$ cat src/rtl/reserve_station_queue_pkg.sv
// Shared types for the reservation-station queue: entry layout and CDB broadcast lanes.
package reserve_station_queue_pkg;

  localparam int unsigned Xlen     = 32;
  localparam int unsigned TagW     = 4;
  localparam int unsigned CDB_SIZE = 2;

  typedef struct packed {
    logic [7:0]                 op;
    logic [TagW-1:0]            dest;
    logic [1:0]                 operand_ready;
    logic [1:0][TagW-1:0]       operand_addr;
    logic [1:0][Xlen-1:0]       operand;
  } reserve_station_t;

  typedef struct packed {
    logic            valid;
    logic [TagW-1:0] reorder;
    logic [Xlen-1:0] value;
  } cdb_lane_t;

  typedef cdb_lane_t [CDB_SIZE-1:0] cdb_packet_t;

  localparam int unsigned RsW  = $bits(reserve_station_t);
  localparam int unsigned CdbW = $bits(cdb_packet_t);

endpackage

$ cat src/rtl/reserve_station_queue_read_operands.sv
// Operand wakeup: fills any not-yet-ready operand whose ROB tag matches a valid CDB lane.
module reserve_station_queue_read_operands
  import reserve_station_queue_pkg::*;
(
  input  logic [RsW-1:0]  rs_i,
  input  logic [CdbW-1:0] cdb_i,
  output logic [RsW-1:0]  rs_o
);

  reserve_station_t rs_in, rs_out;
  cdb_packet_t      cdb;

  assign rs_in = rs_i;
  assign cdb   = cdb_i;
  assign rs_o  = rs_out;

  always_comb begin
    rs_out = rs_in;
    for (int op = 0; op < 2; op++) begin
      // Walk lanes high to low so the lowest matching lane wins.
      for (int l = int'(CDB_SIZE) - 1; l >= 0; l--) begin
        if (!rs_in.operand_ready[op] && cdb[l].valid &&
            cdb[l].reorder == rs_in.operand_addr[op]) begin
          rs_out.operand[op]       = cdb[l].value;
          rs_out.operand_ready[op] = 1'b1;
        end
      end
    end
  end

endmodule

$ cat src/rtl/reserve_station_queue.sv
// Age-ordered collapsing reservation station: CDB wakeup per entry, oldest-ready issue select.
module reserve_station_queue
  import reserve_station_queue_pkg::*;
#(
  parameter int unsigned DEPTH = 4
) (
  input  logic                       clk,
  input  logic                       rst_n,
  input  logic                       flush,
  input  logic                       dispatch_valid,
  input  logic [RsW-1:0]             dispatch_rs,
  output logic                       dispatch_ready,
  input  logic [CdbW-1:0]            cdb_packet,
  output logic                       issue_valid,
  input  logic                       issue_ready,
  output logic [RsW-1:0]             issue_rs,
  output logic [$clog2(DEPTH+1)-1:0] count
);

  localparam int unsigned CntW = $clog2(DEPTH + 1);
  localparam int unsigned IdxW = $clog2(DEPTH);

  reserve_station_t [DEPTH-1:0] entries_q, entries_d, woken;
  reserve_station_t             disp_woken;
  logic [CntW-1:0]              count_q, count_d, wr_idx;
  logic [IdxW-1:0]              sel;
  logic                         sel_found, issue_fire, dispatch_fire;

  for (genvar g = 0; g < int'(DEPTH); g++) begin : g_wake
    reserve_station_queue_read_operands u_read_operands (
      .rs_i  (entries_q[g]),
      .cdb_i (cdb_packet),
      .rs_o  (woken[g])
    );
  end

  reserve_station_queue_read_operands u_read_operands_disp (
    .rs_i  (dispatch_rs),
    .cdb_i (cdb_packet),
    .rs_o  (disp_woken)
  );

  // Select uses registered state only, so there is no CDB-to-issue combinational path.
  always_comb begin
    sel       = '0;
    sel_found = 1'b0;
    for (int i = int'(DEPTH) - 1; i >= 0; i--) begin
      if (CntW'(i) < count_q && entries_q[i].operand_ready == 2'b11) begin
        sel       = IdxW'(i);
        sel_found = 1'b1;
      end
    end
  end

  assign issue_valid    = sel_found;
  assign issue_rs       = sel_found ? entries_q[sel] : '0;
  assign dispatch_ready = (count_q != CntW'(DEPTH));
  assign count          = count_q;

  always_comb begin
    issue_fire    = sel_found & issue_ready & ~flush;
    dispatch_fire = dispatch_valid & dispatch_ready & ~flush;
    wr_idx        = count_q - CntW'(issue_fire);

    for (int i = 0; i < int'(DEPTH); i++) begin
      entries_d[i] = woken[i];
    end
    if (issue_fire) begin
      for (int i = 0; i < int'(DEPTH) - 1; i++) begin
        if (IdxW'(i) >= sel) entries_d[i] = woken[i+1];
      end
    end
    for (int i = 0; i < int'(DEPTH); i++) begin
      if (dispatch_fire && CntW'(i) == wr_idx) entries_d[i] = disp_woken;
    end

    if (flush) count_d = '0;
    else       count_d = count_q + CntW'(dispatch_fire) - CntW'(issue_fire);
  end

  always_ff @(posedge clk or negedge rst_n) begin
    if (!rst_n) begin
      entries_q <= '0;
      count_q   <= '0;
    end else begin
      entries_q <= entries_d;
      count_q   <= count_d;
    end
  end

  a_count_max: assert property (@(posedge clk) disable iff (!rst_n)
    count_q <= CntW'(DEPTH));
  a_no_underflow: assert property (@(posedge clk) disable iff (!rst_n)
    !(issue_fire && count_q == '0));
  a_no_overflow: assert property (@(posedge clk) disable iff (!rst_n)
    !(dispatch_fire && !issue_fire && count_q == CntW'(DEPTH)));

endmodule

$ cat config.mk
export PLATFORM = sky130hd
export DESIGN_NAME = reserve_station_queue
export DESIGN_NICKNAME = d
export VERILOG_FILES = /design/src/rtl/reserve_station_queue_pkg.sv /design/src/rtl/reserve_station_queue_read_operands.sv /design/src/rtl/reserve_station_queue.sv
export SDC_FILE = /design/constraint.sdc
export NUM_CORES = 1
export LEC_CHECK = 0
export ABC_AREA = 1
export BUFFER_PORTS_ARGS = -buffer_cell sky130_fd_sc_hd__buf_2
export CAP_MARGIN = 0
export CORE_UTILIZATION = 40
export DETAILED_ROUTE_END_ITERATION = 8
export PLACE_DENSITY = 0.54
export RECOVER_POWER = 100
export SLEW_MARGIN = 30
export SYNTH_ARGS = -nofsm -noshare
export SYNTH_HDL_FRONTEND = slang
export SYNTH_HIERARCHICAL = 1
export SYNTH_SLANG_ARGS = --single-unit
$ cat constraint.sdc
create_clock -name clk -period 3.47 [get_ports clk]
set_input_delay 0.347 -clock clk [delete_from_list [all_inputs] [get_ports clk]]
set_output_delay 0.347 -clock clk [all_outputs]
set_load 0.01 [all_outputs]
# Yosys cells after proc, flatten, opt, wreduce, memory -nomap -nowiden
# Cells that the tools add are included.
# totals
register_bits	347
latchBits	0
ramBits	0
rom_bits	0
in_bits	165
n_memories	0
# op_classes
n_addsub	3
n_mul	0
div_mod_pow	0
n_lt_le_gt_ge	8
eq_ne	28
n_shift	0
muxes	60
bitwise_logic	5
n_reduce_logical	68
# op_table
op	n
86-bit two-way mux	8
32-bit two-way mux	20
258-bit two-way mux	1
86-bit binary-select mux with 2-bit select	1
4-bit equality test	20
74-bit two-way mux	1
1-bit logical AND	48
1-bit two-way mux	24
2-bit nonzero test	6
1-bit logical NOT	10
2-bit equality test (second input constant)	4
2-bit two-way mux	4
2-bit by 3-bit equality test with 1-bit output (first input constant)	2
1-bit by 3-bit less-than comparator with 1-bit output (first input constant)	2
2-bit by 3-bit less-than comparator with 1-bit output (first input constant)	2
2-bit AND reduction	3
3-bit by 1-bit subtractor with 3-bit output	2
1-bit bitwise AND	4
1-bit by 2-bit greater-or-equal comparator with 1-bit output (first input constant)	2
3-bit by 1-bit adder with 3-bit output	1
1-bit by 3-bit equality test with 1-bit output (first input constant)	1
3-bit logical NOT	1
2-bit by 3-bit less-than comparator with 1-bit output (second input constant)	1
3-bit two-way mux	1
other kinds (3)	3

# Depth between registers and ports, before layout
# logic_depth
depth_word	13
depth_mapped	17
mapped_depth_nobuf	16

# Hierarchy
# Netlist, hierarchy kept.
# by_module_without_submodules
mod	instances	cells_per_inst	area_each_um2	seq_area_each_um2
reserve_station_queue	1	3398	22285.1	8683.3
reserve_station_queue_read_operands	5	543	2859.0	0.0

# Worst setup path before layout
# No wires, ideal clock.
# synth_timing
kind	register to register
startpoint	register count_q[1] (netlist: count[1])
endpoint	register entries_q[263] (netlist bit)
setup_ps	66
arrival_ps	2645
setup_slack_ps	759
stages_incl_launch_ff	18
n_path_buf	3
cell_sequence	dfrtp_1 -> inv_1 -> ha_1 -> nand2_1 -> nand3_2 -> nand2_2 -> inv_2 -> nand2_4 -> nand3_2 -> inv_1 -> ha_1 -> xor2_1 -> nor3_2 -> buf_2 -> buf_2 -> buf_2 -> nand3_1 -> nand2_1
# synth_lines
item	line_no	rtl
from (decl)	reserve_station_queue.sv:25	logic [CntW-1:0] count_q, count_d, wr_idx;
from (signal assigned)	reserve_station_queue.sv:87	count_q <= count_d;
to (signal assigned)	reserve_station_queue.sv:86	entries_q <= entries_d;
to (decl)	reserve_station_queue.sv:23	reserve_station_t [DEPTH-1:0] entries_q, entries_d, woken;

# Worst setup path in the final report
# layout_timing
startpoint	register count_q[1] (netlist: count[1])
endpoint	output port issue_rs[0]
# layout_between
elab_chain_cells	9
elab_cells_between_ends	19
classes_between	4 x order compare; 11 x mux; 4 x reduce/logical
# layout_lines
item	line_no	rtl
2-bit by 3-bit less-than comparator with 1-bit output	reserve_station_queue.sv:48	if (CntW'(i) < count_q && entries_q[i].operand_ready == 2'b11) begin
1-bit logical AND	reserve_station_queue.sv:48	
2-bit two-way mux (4 in a row)	reserve_station_queue.sv:48	
86-bit binary-select mux with 2-bit select	reserve_station_queue.sv:56	assign issue_rs = sel_found ? entries_q[sel] : '0;
86-bit two-way mux (not written as such)	reserve_station_queue.sv:56	
86-bit two-way mux (*)	reserve_station_queue.sv:56	
to (decl)	reserve_station_queue.sv:16	output logic [RsW-1:0] issue_rs,
# Mark *: on every way between the ends. The rest lies on a longest branch, timed or not. The select of a mux whose other input is x is not followed.

==> results.md <==
- Synth area leaders: dfrtp_1 (24%), nand2_1 (19%), nand3_1 (15%), inv_1 (11%), nand2_2 (4.5%)
- Critical path data arrival time: 3060 ps
- Post-synthesis mux area share: 0
- Gr ovfl total: 0
- WL final: about 180,000 microns
- Io pins: ~260
- CTS sink cnt: approximately 350
- Top FF cell, synth: dfrtp_1
- Final setup TNS: 0 ps
- Final Cycle Share: 0.982
- Setup-failing EPs final: 0
- Worst-path cell with the longest stage delay: dfrtp_1
- Simple-Gate Fraction of Synth Area: 0.517
- Slew Limit Fails: 75
- Vias in the first global route: 38,300
- Via density: about 5.7
- Largest family of logic cells by synthesized area: simple AND/OR/NAND/NOR gates
- # rows: 110
- Final Hold Violating Endpoints: 0
- Worst min path class: primary input to flip-flop
- Insertion delay to the later sink of the worst-skew pair: between 600 and 700 ps
- Max-slew headroom: -0.838
- Maximum clock path buffer count: 3
- Setup crit start kind: flip-flop
- CP Class: flip-flop to primary output
- Die Wd: 304 microns
- Clock Tree Root: clkbuf_16
- Synth unique cells: 34
- Routed len/inst: between 20 and 25 microns
- Largest net degree at the start of global routing: between 80 and 90
- Post-route ant nets: 0
- YS warnings: 6
- Final hold slack: roughly 28 ps
- Post-synth EDFFs: 0
- Slowest stage delay, CP: between 400 and 500 ps
- I/O Buffers: 255
- Area leader, netlist: dfrtp_1
- Layout cell share with drive strength beyond 1: 0.165
- Final Critical Period: 3410 ps
- Seq/Total Area, Yosys: 0.237
- Non-filler cells, final: ~7,300
- Routability cong.: about 0.95
- Measured slew at the worst slew-check pin: approximately 2800 ps
- Core area: ~90,000 sq um
- Status: finished with violations
- Placed cell areas: approximately 38,000 sq um
- First-pass GRT wire length: roughly 260,000 microns
- TritonCTS buffer count: 46
- Residual DRC: 0
- Initial antenna violation count: 9
- DP Worst Slack: ~230 ps
- Achievable Freq: ~0.29 GHz
- Drt pass-1 iters: 6
- Die Y: 304 microns
- Syn Area/Cell: 5.98 sq um
- Failing checks: max-capacitance violations, max-slew violations
- Via count: 41,100
- # nets final: 6,207
- CP endpoint kind: primary output
- Syn Inst Count: just over 6,000
- Peak VDD IR: 818 uV
- Die area: ~93,000 sq um
- Count leader, synth: nand2_1
- CTS tree: built
- Critical path cell sequence: inv_2 > ha_1 > inv_1 > nand3_1 > nor2_1 > nor2_2 > buf_4 > nor2_4 > buf_12 > buf_12 > nand3_1 > a21oi_2 > buf_2
- Mapped cell area: around 37,000 sq um
- Commonest cells post-synth: nand2_1 (1,891), nand3_1 (1,130), inv_1 (1,043)
- Clock skew: around 43 ps
- Post-Synth Adder-Cell Area: 0.00226
- Synth Area in Compound Gates: 0.0414
- Final core occ: 0.441
- Setup ws final: 62.7 ps
- Leakage: about 23 nW
- Worst-path clk slew: about 60 ps
- Area delta synth->final: 8.96%
- Syn_nets: about 6,300
- HPWL after DPL: about 110,000 microns
- Post-synthesis register bit count: roughly 350
- Fraction of registers with async set/reset: 1.00
- Fill cells: between 9,000 and 10,000
- H-Tree Depth: 2
- Initial Util: 0.405
- Max-Cap Viols: 1
- Post-route cell area: around 40,000 sq um
- Total placed cells including tap cells: roughly 7,000
- Post-synth top area share: 0.237
- Synth Area in XOR/XNOR: 0.00168
- Cell Pwr Density: 966 nW/um^2
- CP Max Fanout: 27
- Total track usage: 0.369
- Req. time, crit path: about 3100 ps
- Total power: 38.5 mW
- Initial DRC Count: 6,004
## kinds of logic after synthesis
| logic type | Yosys count |
|---|---|
| flops | 347 |
| fa+ha+maj | 6 |
| buf+inv | 1624 |
| simple gates | 3843 |
| compound gates | 286 |
| xor+xnor | 7 |
## worst paths after layout
| kind | startpoint | to | slack [ps] | cells after the start |
|---|---|---|---|---|
| max in group asynchronous | rst_n | entries_q[246] | 380 | 3 |
| max | count[1] | issue_rs[0] | 60 | 13 |
| min reg2reg | entries_q[336] | entries_q[336] | 490 | 2 |
| min in group asynchronous | rst_n | entries_q[310] | 1120 | 2 |
| min | dispatch_rs[74] | entries_q[332] | 30 | 3 |
| max reg2reg | count[0] | entries_q[183] | 230 | 15 |
## cell type report
class                      instances  area [sq um]  share of cell area
inverter                        1090          4120               0.103
tap                             1176          1470              0.0369
clock buffer                      69          1360              0.0341
multi-input combinational       4142         20800               0.521
antenna                            8          20.0            0.000502
timing repair buffer             409          3250              0.0816
clock inverter                    12           170             0.00427
sequential                       347          8680               0.218
## cell usage in the layout (no fill, tap or decap), drive strengths merged, types with 2 or more instances in the layout
master / n
dfrtp: 347
nand2: 2164
clkinv: 28
buf: 394
xor2: 6
nand4: 160
nor3: 2
bufbuf: 2
nand3: 1292
diode: 8
a21oi: 89
inv: 1069
o21ai: 192
o22ai: 5
nor2: 53
ha: 5
clkbuf: 81
bufinv: 4
nand3b: 171
## critical path: cells and delay by family, from the launching register on
family / cells / cell delay [ps]
AND/OR/NAND/NOR: 5 / 500
adder cells (fa/ha/maj): 1 / 210
flip-flops: 1 / 430
buffers and inverters: 6 / 970
AO/OA/AOI/OAI: 1 / 330
## report_power, final
group	switching, mW	internal [mW]	total (mW)
logic	17.6	8.28	25.9
clock network	2.09	2.98	5.08
registers	1.53	6.03	7.56
total	21.2	17.3	38.5
## repair_timing
item | in CTS | in global routing
hold buffers | 1 | 0
cloned | 3 | 5
setup endpoints to repair | 69 | 65
endpoints found under the hold margin | 71 | 0
pin swaps | 1 | 3
setup buffers | 1 | 2
gates resized for setup | 18 | 25
## flip-flops by register name (all words and copies together), names as in the netlist
register   count
entries_q    344
count          3
## layer usage
| layer | share of wire | GRT usage |
|---|---|---|
| met5 | 0.00029 | 0 |
| met3 | 0.12 | 0.0791 |
| met1 | 0.40 | 0.489 |
| met2 | 0.43 | 0.560 |
| met4 | 0.056 | 0.192 |
Note: power is estimated with default switching activity, not from simulation.
